`config.mk`:
```
export PLATFORM = sky130hd
export DESIGN_NAME = mdu_iterative_flat
export DESIGN_NICKNAME = d
export VERILOG_FILES = /design/src/rtl/mdu_iterative_if.sv /design/src/rtl/mdu_iterative.sv /design/src/flat_wrapper.sv
export SDC_FILE = /design/constraint.sdc
export NUM_CORES = 1
export LEC_CHECK = 0
export ABC_CLOCK_PERIOD_IN_PS = 3600
export CAP_MARGIN = 20
export CORE_ASPECT_RATIO = 1.5
export CORE_MARGIN = 2
export CORE_UTILIZATION = 55
export DETAILED_ROUTE_END_ITERATION = 6
export HOLD_SLACK_MARGIN = 0.1
export PLACE_DENSITY = 0.75
export SETUP_SLACK_MARGIN = 0.1
export SYNTH_ARGS = -nofsm -noshare
export SYNTH_HDL_FRONTEND = slang
export SYNTH_SLANG_ARGS = --single-unit
```
`constraint.sdc`:
```
create_clock -name clk_in -period 3.6 [get_ports clk_in]
set_input_delay 0.72 -clock clk_in [delete_from_list [all_inputs] [get_ports clk_in]]
set_output_delay 0.72 -clock clk_in [all_outputs]
set_load 0.03 [all_outputs]
```
`src/rtl/mdu_iterative_if.sv`:
```
// Handshake and operand/result bus between the execute stage and the iterative MDU.
interface mdu_iterative_if #(
  parameter int unsigned XLEN = 32
);
  logic            start_in;
  logic            flush_in;
  logic [2:0]      funct3_in;
  logic [XLEN-1:0] rs1_in;
  logic [XLEN-1:0] op_b_in;
  logic            busy_out;
  logic            done_out;
  logic [XLEN-1:0] result_out;

  modport master (
    output start_in, flush_in, funct3_in, rs1_in, op_b_in,
    input  busy_out, done_out, result_out
  );

  modport slave (
    input  start_in, flush_in, funct3_in, rs1_in, op_b_in,
    output busy_out, done_out, result_out
  );
endinterface

```
`src/rtl/mdu_iterative.sv`:
```
// Iterative RV32M multiply/divide unit: shift-add multiply, restoring divide,
// one bit per clock, sign fix-up in a final cycle.
module mdu_iterative #(
  parameter int unsigned XLEN = 32
) (
  input  logic          clk_in,
  input  logic          rst_in,
  mdu_iterative_if.slave bus
);

  localparam int unsigned CW = $clog2(XLEN);
  localparam int unsigned PW = 2 * XLEN;

  typedef enum logic [1:0] {
    IDLE = 2'd0,
    RUN  = 2'd1,
    FIX  = 2'd2,
    DONE = 2'd3
  } state_t;

  state_t state, state_next;

  logic [2:0]      op;
  logic            neg;
  logic [CW-1:0]   cnt;
  logic [XLEN:0]   acc;
  logic [XLEN-1:0] lo;
  logic [XLEN-1:0] opnd;
  logic [XLEN-1:0] result;
  logic            busy;
  logic            done;

  logic load, run, fix;

  // Operand decode at launch: signedness per funct3 and unsigned magnitudes.
  logic            in_div;
  logic            sign_a, sign_b;
  logic [XLEN-1:0] abs_a, abs_b;
  logic            div_by_zero, div_ovf, special;
  logic [XLEN-1:0] special_res;

  always_comb begin
    in_div      = bus.funct3_in[2];
    sign_a      = bus.rs1_in[XLEN-1] &&
                  !(bus.funct3_in == 3'b011 || bus.funct3_in == 3'b101 || bus.funct3_in == 3'b111);
    sign_b      = bus.op_b_in[XLEN-1] &&
                  (bus.funct3_in == 3'b000 || bus.funct3_in == 3'b001 ||
                   bus.funct3_in == 3'b100 || bus.funct3_in == 3'b110);
    abs_a       = sign_a ? XLEN'(-bus.rs1_in) : bus.rs1_in;
    abs_b       = sign_b ? XLEN'(-bus.op_b_in) : bus.op_b_in;
    div_by_zero = in_div && (bus.op_b_in == '0);
    div_ovf     = in_div && !bus.funct3_in[0] &&
                  (bus.rs1_in == {1'b1, {(XLEN-1){1'b0}}}) && (bus.op_b_in == '1);
    special     = div_by_zero || div_ovf;
    special_res = '0;
    if (div_by_zero) begin
      special_res = bus.funct3_in[1] ? bus.rs1_in : '1;
    end else if (div_ovf) begin
      special_res = bus.funct3_in[1] ? '0 : {1'b1, {(XLEN-1){1'b0}}};
    end
  end

  // One iteration of the multiply (shift-add) and divide (restoring) datapaths.
  logic [XLEN:0]   mul_sum;
  logic [XLEN:0]   rem_sh;
  logic [XLEN:0]   div_sub;
  logic            div_ge;

  always_comb begin
    mul_sum = acc + (lo[0] ? {1'b0, opnd} : '0);
    rem_sh  = {acc[XLEN-1:0], lo[XLEN-1]};
    div_ge  = rem_sh >= {1'b0, opnd};
    div_sub = rem_sh - {1'b0, opnd};
  end

  // Sign fix-up and word select for the final result.
  logic [PW-1:0]   prod, prod_fix;
  logic [XLEN-1:0] fix_res;

  always_comb begin
    prod     = {acc[XLEN-1:0], lo};
    prod_fix = neg ? PW'(-prod) : prod;
    fix_res  = '0;
    case (op)
      3'b000:                 fix_res = prod_fix[XLEN-1:0];
      3'b001, 3'b010, 3'b011: fix_res = prod_fix[PW-1:XLEN];
      3'b100, 3'b101:         fix_res = neg ? XLEN'(-lo) : lo;
      default:                fix_res = neg ? XLEN'(-acc[XLEN-1:0]) : acc[XLEN-1:0];
    endcase
  end

  // Next-state and per-state datapath enables; flush wins over everything.
  always_comb begin
    state_next = state;
    load       = 1'b0;
    run        = 1'b0;
    fix        = 1'b0;
    case (state)
      IDLE: begin
        if (bus.start_in) begin
          load       = 1'b1;
          state_next = special ? DONE : RUN;
        end
      end
      RUN: begin
        run = 1'b1;
        if (cnt == CW'(XLEN - 1)) state_next = FIX;
      end
      FIX: begin
        fix        = 1'b1;
        state_next = DONE;
      end
      DONE:    state_next = IDLE;
      default: state_next = IDLE;
    endcase
    if (bus.flush_in) begin
      state_next = IDLE;
      load       = 1'b0;
      run        = 1'b0;
      fix        = 1'b0;
    end
  end

  // State register with registered busy/done decoded from the next state.
  always_ff @(posedge clk_in) begin
    if (rst_in) begin
      state <= IDLE;
      busy  <= 1'b0;
      done  <= 1'b0;
    end else begin
      state <= state_next;
      busy  <= (state_next != IDLE);
      done  <= (state_next == DONE);
    end
  end

  // Datapath registers: launch latch, iteration, and result capture.
  always_ff @(posedge clk_in) begin
    if (rst_in) begin
      op     <= '0;
      neg    <= 1'b0;
      cnt    <= '0;
      acc    <= '0;
      lo     <= '0;
      opnd   <= '0;
      result <= '0;
    end else begin
      if (load) begin
        op   <= bus.funct3_in;
        neg  <= (in_div && bus.funct3_in[1]) ? sign_a : (sign_a ^ sign_b);
        cnt  <= '0;
        acc  <= '0;
        lo   <= in_div ? abs_a : abs_b;
        opnd <= in_div ? abs_b : abs_a;
        if (special) result <= special_res;
      end
      if (run) begin
        cnt <= cnt + CW'(1);
        if (op[2]) begin
          acc <= div_ge ? div_sub : rem_sh;
          lo  <= {lo[XLEN-2:0], div_ge};
        end else begin
          acc <= {1'b0, mul_sum[XLEN:1]};
          lo  <= {mul_sum[0], lo[XLEN-1:1]};
        end
      end
      if (fix) result <= fix_res;
    end
  end

  assign bus.busy_out   = busy;
  assign bus.done_out   = done;
  assign bus.result_out = result;

endmodule

```
`src/flat_wrapper.sv`:
```
// flat-port wrapper written by rule: the top's interface ports become plain ports
module mdu_iterative_flat 
#(
  parameter int unsigned XLEN = 32
)
  (clk_in, rst_in, bus_start_in, bus_flush_in, bus_funct3_in, bus_rs1_in, bus_op_b_in, bus_busy_out, bus_done_out, bus_result_out);
  mdu_iterative_if #(.XLEN(XLEN)) bus_i ();
  input  logic clk_in;
  input  logic rst_in;
  input wire logic [$bits(bus_i.start_in)-1:0] bus_start_in;
  input wire logic [$bits(bus_i.flush_in)-1:0] bus_flush_in;
  input wire logic [$bits(bus_i.funct3_in)-1:0] bus_funct3_in;
  input wire logic [$bits(bus_i.rs1_in)-1:0] bus_rs1_in;
  input wire logic [$bits(bus_i.op_b_in)-1:0] bus_op_b_in;
  output wire logic [$bits(bus_i.busy_out)-1:0] bus_busy_out;
  output wire logic [$bits(bus_i.done_out)-1:0] bus_done_out;
  output wire logic [$bits(bus_i.result_out)-1:0] bus_result_out;
  assign bus_i.start_in = bus_start_in;
  assign bus_i.flush_in = bus_flush_in;
  assign bus_i.funct3_in = bus_funct3_in;
  assign bus_i.rs1_in = bus_rs1_in;
  assign bus_i.op_b_in = bus_op_b_in;
  assign bus_busy_out = bus_i.busy_out;
  assign bus_done_out = bus_i.done_out;
  assign bus_result_out = bus_i.result_out;
  mdu_iterative #(.XLEN(XLEN)) u_core (.clk_in(clk_in), .rst_in(rst_in), .bus(bus_i));
endmodule
```
==> summary.md, run 1 <==
| Metric | Value |
|---|---|
| Vias in the first global route | 16,900 |
| Row count | 72 |
| Vias | 17,380 |
| Area of the multi-input gates | 0.01068 sq mm |
| Post-synthesis cell area | 0.01424 sq mm |
| Worst slack, placed | -0.1484 ns |
| Fillers | 2,263 |
| Initial DRT Pass Iterations | 7 |
| Async set or reset register ratio after synthesis | 0% |
| Clock skew after layout | 0.01077 ns |
| CP max FO | 6 |
| Failing checks | design-rule violations |
| Power Density | 309.0 mW/mm^2 |
| Fin crit share | 96.13% |
| Cell leakage power | 0.007050 uW |
| Clock insertion delay at the later pin of the skew report | 0.46 ns |
| VDD IR max | 0.0003435 V |
| Cell count after synthesis | 2,028 |
| Max Slew Vio Count | 0 |
| Max Clk Rate | 289.0 MHz |
| Area of the core | 0.02558 sq mm |
| Slew headroom | 34.60% |
| HP Class | reg -> reg |
| Post-synth cell types | 80 |
| WHS | 0.4527 ns |
| Syn-to-layout area delta | 22.58% |
| Die width | 135.4 um |
| Total grt overflow | 0 |
| Sequential cell area fraction in the yosys report | 19.96% |
| Die height | 201.1 um |
| Initial DRC count | 1,804 |
| Ranking of synthesized cells by area | dfxtp_1 20%, a21oi_1 6.8%, ha_1 6.2% |
| Gr usage total | 45.10% |
| Synth area leader | dfxtp_1 |
| Num CTS Buffers | 17 |
| Post-Syn Nets | 2,172 |
| Fin crit period | 3.461 ns |
| CP endpoint kind | flip-flop |
| Arr. time, crit path | 3.78 ns |
| Post-Layout Inst Area | 0.01746 sq mm |
| Layout Nets | 2,360 |
| Seq. cell area | 0.002845 sq mm |
| Die ar. | 0.02722 sq mm |
| Worst hold start | u_core.opnd[2] |
| Final WL | 61,330 um |
| Worst Setup SP | u_core.lo[17] |
| Unrepaired setup endpoints after global routing | yes |
| Max-Cap Viols | 0 |
| Syn_area_per_cell | 7.023 sq um |
| Post-synth EDFFs | 0 |
| I/O pin count | 105 |
| Remaining antenna violation count | 0 |
| Setup ws final | 0.1393 ns |
| Synthesis Warnings | 0 |
| H-tree depth | 4 |
| DR WL/cell | 23.94 um |
| Post-synth top area share | 19.96% |
| Worst Path Required | 3.92 ns |
| Antenna violations before repair | 2 |
| Count of hold-fix buffers inserted at cts | 0 |
| CTS tree | built |
| CTS clk-pin slew, worst paths | 0.07 ns |
| Vias/cell | 6.785 |
| Clock Path Buffers | 2 |
| Crit Path Class | reg -> reg |
| Final Hold Fails | 0 |
| DRC | 4 |
| Largest net degree at the start of global routing | 85 |
| Post-DP Area | 0.01674 sq mm |
| Layout cell share with drive strength beyond 1 | 14.04% |
| Antenna fix cells | 0 |
| Count of final setup violators | 0 |
| Critical path launch point type | flip-flop |
| R2R setup slack | 0.14 ns |
| Initial Util | 55.67% |
| GPL Wtd Cong | 1.103 |
| Worst r2r src | u_core.lo[17] |
| Status | finished, violations left |
| #FFs+latches synth | 142 |
| Worst-margin pin slew | 0.9810 ns |
| Most common library cells after synthesis | 235 x nand2_1, 201 x nor2_1, 194 x a21oi_1 |
| Most used standard cell by instance count after synthesis | nand2_1 |
| CTS Root Cell | clkbuf_16 |
| Main synth FF type | dfxtp_1 |
| Clock Sinks | 142 |
| Dpl hpwl | 47,440 um |
| First-pass GRT wire length | 94,310 um |
| Input/output buffers | 104 |
-- flip-flops by register name (all words and copies together) (netlist names) --
name	count
u_core.bus.done_out	1
u_core.acc	33
u_core.opnd	32
u_core.cnt	5
u_core.bus.busy_out	1
u_core.bus.result_out	32
u_core.neg	1
u_core.lo	32
u_core.op	3
u_core.state	2
-- cell usage in the layout, fill, tap and decap left out, types with 16 or more instances in the layout --
cell type	synthesis	routed
nand2_1	235	235
buf_4	0	208
nor2_1	201	199
a21oi_1	194	191
o21ai_0	152	151
dfxtp_1	142	140
clkdlybuf4s50_1	0	102
xnor2_1	87	87
xor2_1	73	73
ha_1	71	71
inv_1	63	63
o211ai_1	48	48
nor3_1	49	47
mux2i_1	45	45
nand3_1	41	41
a21o_1	33	33
a31oi_1	33	31
o31ai_1	29	27
nand4_1	25	25
a211oi_1	27	25
nor4_1	26	24
a22oi_1	20	20
o22ai_1	19	19
or3_1	18	18
nand2b_1	18	18
clkbuf_16	0	17
or4_1	16	16
-- worst paths after layout --
kind | to | cells after the start
setup / recovery | u_core.bus.result_out[30] | 10
hold / removal | u_core.opnd[2] | 2
setup reg to reg | u_core.bus.result_out[30] | 10
hold reg to reg | u_core.opnd[2] | 2
-- through the flow --
| stage | cells | setup TNS, ns | power [uW] | util (%) |
|---|---|---|---|---|
| 3_5_place_dp | 2526 | -1.681 | 3471 | 65.45 |
| 6_report | 2562 | 0 | 5395 | 68.24 |
| 2_1_floorplan | 2028 | 0 | 2768 | - |
| 3_3_place_gp | 2526 | -0.7370 | 3448 | 65.45 |
| 4_1_cts | 2558 | 0 | 5285 | 67.83 |
| 5_1_grt | 2562 | 0 | 5566 | 68.24 |
-- layer usage --
metal,vias to the layer above,share of wire [%],track usage [%]
met5,-,0.055,0
met3,362,9.0,11.46
met4,4,10,39.21
met2,1092,46,74.09
met1,8092,34,47.20
li1,7833,-,-
-- where the power goes --
part	switching [uW]	leakage, uW	internal (uW)
registers	60.1	0.00115	1630
clock network	791	0.000290	1050
logic	1150	0.00561	716
-- layout make-up --
type / count / area share [%]
clock buffers: 18 / 2.516
flip-flops and latches: 142 / 16.30
clock inverters: 14 / 0.9030
well taps: 333 / 2.387
repair buffers: 316 / 15.34
multi-input cells: 1675 / 61.18
inverters: 64 / 1.376
-- cells by family after synthesis --
logic type / Yosys count / share of synthesized area (%)
and+or+nand+nor: 702 / 23.29
AOI/OAI and AO/OA: 687 / 30.85
buffers and inverters: 211 / 5.745
xor gates and xnor gates: 160 / 9.839
DFF: 142 / 19.96
adders and majority gates: 73 / 6.518
muxes: 53 / 3.795
-- what timing repair did --
action                                 in CTS  in global routing
endpoints found under the hold margin       0                  0
gates resized for setup                     2                 17
pin swaps                                   0                  7
buffers inserted                            0                  4
setup endpoints to repair                   2                 23
-- critical path, stage by stage (launching register included) --
cell	delay, ns
dfxtp_1	0.32
or4_4	0.55
or4_4	0.60
buf_4	0.17
or4_4	0.59
nor2_1	0.21
nor3_1	0.08
a31oi_1	0.19
nor2_1	0.05
o21ai_0	0.44
nand3_1	0.13
(Power assumes the default switching activity.)
==> inputs of run 2 (changes only) <==
CORE_ASPECT_RATIO = 1.4   (was 1.5)
==> run 2 against run 1 <==
Effect of this change:
- the run now ends clean
- setup slack better by 0.12 ns
- sequential share of layout area grew 0.055 points
- total power down 1.3%
- global-route usage is 1.7 points lower
- wire length shrank 0.51%
- critical path type unchanged
- critical endpoint unchanged
- largest cell class unchanged
==> summary.md, run 2 (same netlist as run 1, synthesis figures left out) <==
| Metric | Value |
|---|---|
| Antenna violations before repair | 1 (-1) |
| DR WL/cell | 23.97 um (+0.15%) |
| Reg with most FFs | u_core.acc |
| Commonest cells after routing, fill and taps aside | 235 x nand2_1, 206 x buf_4, 198 x nor2_1, 193 x a21oi_1, 149 x o21ai_0 |
| Clock Path Buffers | 2 (unchanged) |
| Die width | 140 um (+3.4%) |
| Grt met2 use | 72.72% (-1.4 points) |
| GPL Wtd Cong | 1.099 (-0.39%) |
| Worst path slowest cell | or4_4 |
| Dpl hpwl | 47,910 um (+1.0%) |
| Fin crit period | 3.343 ns (-0.1178 ns) |
| VDD IR max | 0.0003387 V (-1.4%) |
| Fin util | 68.32% (+0.081 points) |
| Die ar. | 0.02722 sq mm (about the same) |
| Num CTS Buffers | 17 (unchanged) |
| Row count | 69 (-4.2%) |
| Crit Path Class | reg -> reg |
| CTS Root Cell | clkbuf_16 |
| Largest net degree at the start of global routing | 80 (-5.9%) |
| Worst path bufs/invs | 0 (-1) |
| Area of the multi-input gates | 0.01069 sq mm (about the same) |
| Power Density | 305.9 mW/mm^2 (-1.0%) |
| Initial DRT Pass Iterations | 6 (-1) |
| H-tree depth | 4 (unchanged) |
| Remaining antenna violation count | 0 (unchanged) |
| Final Hold Fails | 0 (unchanged) |
| Post-Layout Inst Area | 0.01740 sq mm (-0.34%) |
| Clock skew after layout | 0.01161 ns (+0.0008324 ns) |
| Crit path cell chain | or3_1 > or4_4 > or4_4 > nor2_1 > nor3_1 > a31oi_1 > nor2_1 > o21ai_0 > nand3_1 |
| Max-Cap Viols | 0 (unchanged) |
| Layout Nets | 2,357 (-0.13%) |
| Final WL | 61,010 um (-0.51%) |
| Vias | 17,070 (-1.8%) |
| Worst-margin pin slew | 0.8869 ns (-0.09410 ns) |
| CP max FO | 8 (+2) |
| Placed Instances | 2,509 (-0.67%) |
| Top Family by Delay on Critical Path | simple AND/OR/NAND/NOR gates |
| Fin crit share | 92.86% (-3.3 points) |
| Vias in the first global route | 16,330 (-3.4%) |
| TNS Setup | 0 ns (unchanged) |
| Slew headroom | 40.87% (+6.3 points) |
| Initial DRC count | 1,570 (-13%) |
| Commonest non-fill, non-tap cell in the layout | nand2_1 |
| Clock Sinks | 142 (unchanged) |
| Seq. cell area | 0.002845 sq mm (unchanged) |
| Area of the core | 0.02547 sq mm (-0.45%) |
| Delay of the slowest critical-path stage | 0.65 ns (+0.05 ns) |
| Syn-to-layout area delta | 22.16% |
| Count of final setup violators | 0 (unchanged) |
| Total grt overflow | 0 (unchanged) |
| Arr. time, crit path | 3.66 ns (-0.12 ns) |
| Status | completed |
| First-pass GRT wire length | 91,760 um (-2.7%) |
| Met1 Usage GRT | 48.08% (+0.89 points) |
| CTS clk-pin slew, worst paths | 0.07 ns (about the same) |
| Unrepaired setup endpoints after global routing | yes |
| Die height | 194.4 um (-3.3%) |
| Post-DP Area | 0.01671 sq mm (-0.20%) |
| Clock insertion delay at the later pin of the skew report | 0.45 ns (about the same) |
| DRC | 0 (-4) |
| Gr busiest metal | met2 |
| Largest register FFs | 33 (unchanged) |
| Max Slew Vio Count | 0 (unchanged) |
| HP Class | reg -> reg |
| CP endpoint kind | flip-flop |
| Vias/cell | 6.707 (-1.2%) |
| Cell leakage power | 0.006998 uW (-0.74%) |
| Input/output buffers | 104 (unchanged) |
| Initial Util | 55.92% (+0.25 points) |
| CTS tree | built |
| Pwr Total | 5323 uW (-1.3%) |
| Final Non-Filler Cells | 2,545 (-0.66%) |
| Critical path launch point type | flip-flop |
| Antenna fix cells | 0 (unchanged) |
| Global Route met3 Usage | 7.859% (-3.6 points) |
| Gr usage total | 43.44% (-1.7 points) |
| Max Clk Rate | 299.1 MHz (+3.5%) |
| I/O pin count | 105 (unchanged) |
| Fillers | 2,261 (-0.088%) |
| Layout cell share with drive strength beyond 1 | 13.84% (-0.21 points) |
| Worst Path Required | 3.91 ns (about the same) |
| Count of hold-fix buffers inserted at cts | 0 (unchanged) |
run 2: changes by cell type in the layout (fill, tap and decap cells not counted), moves of 2 or more:
cell,previous run,this run
clkinvlp_4,2,4
a21oi_1,191,193
ha_1,71,68
inv_8,1,3
a21oi_2,3,1
ha_2,0,2
o21ai_0,151,149
buf_4,208,206
a31oi_2,2,0
clkinv_2,2,0
clkinv_4,3,1
run 2: power by group:
group          switching (uW)  total (uW)  leakage [uW]  internal [uW]
Sequential               55.7        1680       0.00115           1630
Clock                     816        1790      0.000270            975
Combinational            1130        1850       0.00557            717
run 2: worst paths after layout:
path,startpoint,to,slack [ns],cells after the start
setup / recovery,u_core.lo[11],u_core.bus.result_out[30],0.26,9
setup reg to reg,u_core.lo[11],u_core.bus.result_out[30],0.26,9
hold reg to reg,u_core.opnd[5],u_core.opnd[5],0.45,2
hold / removal,u_core.opnd[5],u_core.opnd[5],0.45,2
run 2: what timing repair did:
action                                  in CTS  in global routing
pin swaps                                    0                  5
buffers inserted                             0                  4
resized for setup                            3                 17
endpoints found under the setup margin       6                 21
run 2: tightest hold or removal path, stage by stage (launching register included):
cell and delay [ns]:
dfxtp_1 0.31, nand2_1 0.05, a21oi_1 0.05
run 2: cell type report:
class / count / share of cell area (%)
repair buffers: 313 / 15.25
inverters: 64 / 1.381
clock buffers: 18 / 2.467
multi-input cells: 1675 / 61.42
flip-flops and latches: 142 / 16.35
clock inverters: 14 / 0.8414
well taps: 319 / 2.294
run 2: metrics by stage:
stage	worst slack, ns	hold WS, ns
global placement	-0.01555	0.4377
global route	0.07552	0.4810
floorplan	0.3393	0.4319
CTS	0.06275	0.4536
finish	0.2570	0.4505
detailed placement	-0.07029	0.4447
run 2: routing by layer:
layer | wire, um | share of wire, %
met5 | 13 | 0.021
met4 | 5885 | 9.6
met3 | 5369 | 8.8
met2 | 28150 | 46
met1 | 21590 | 35
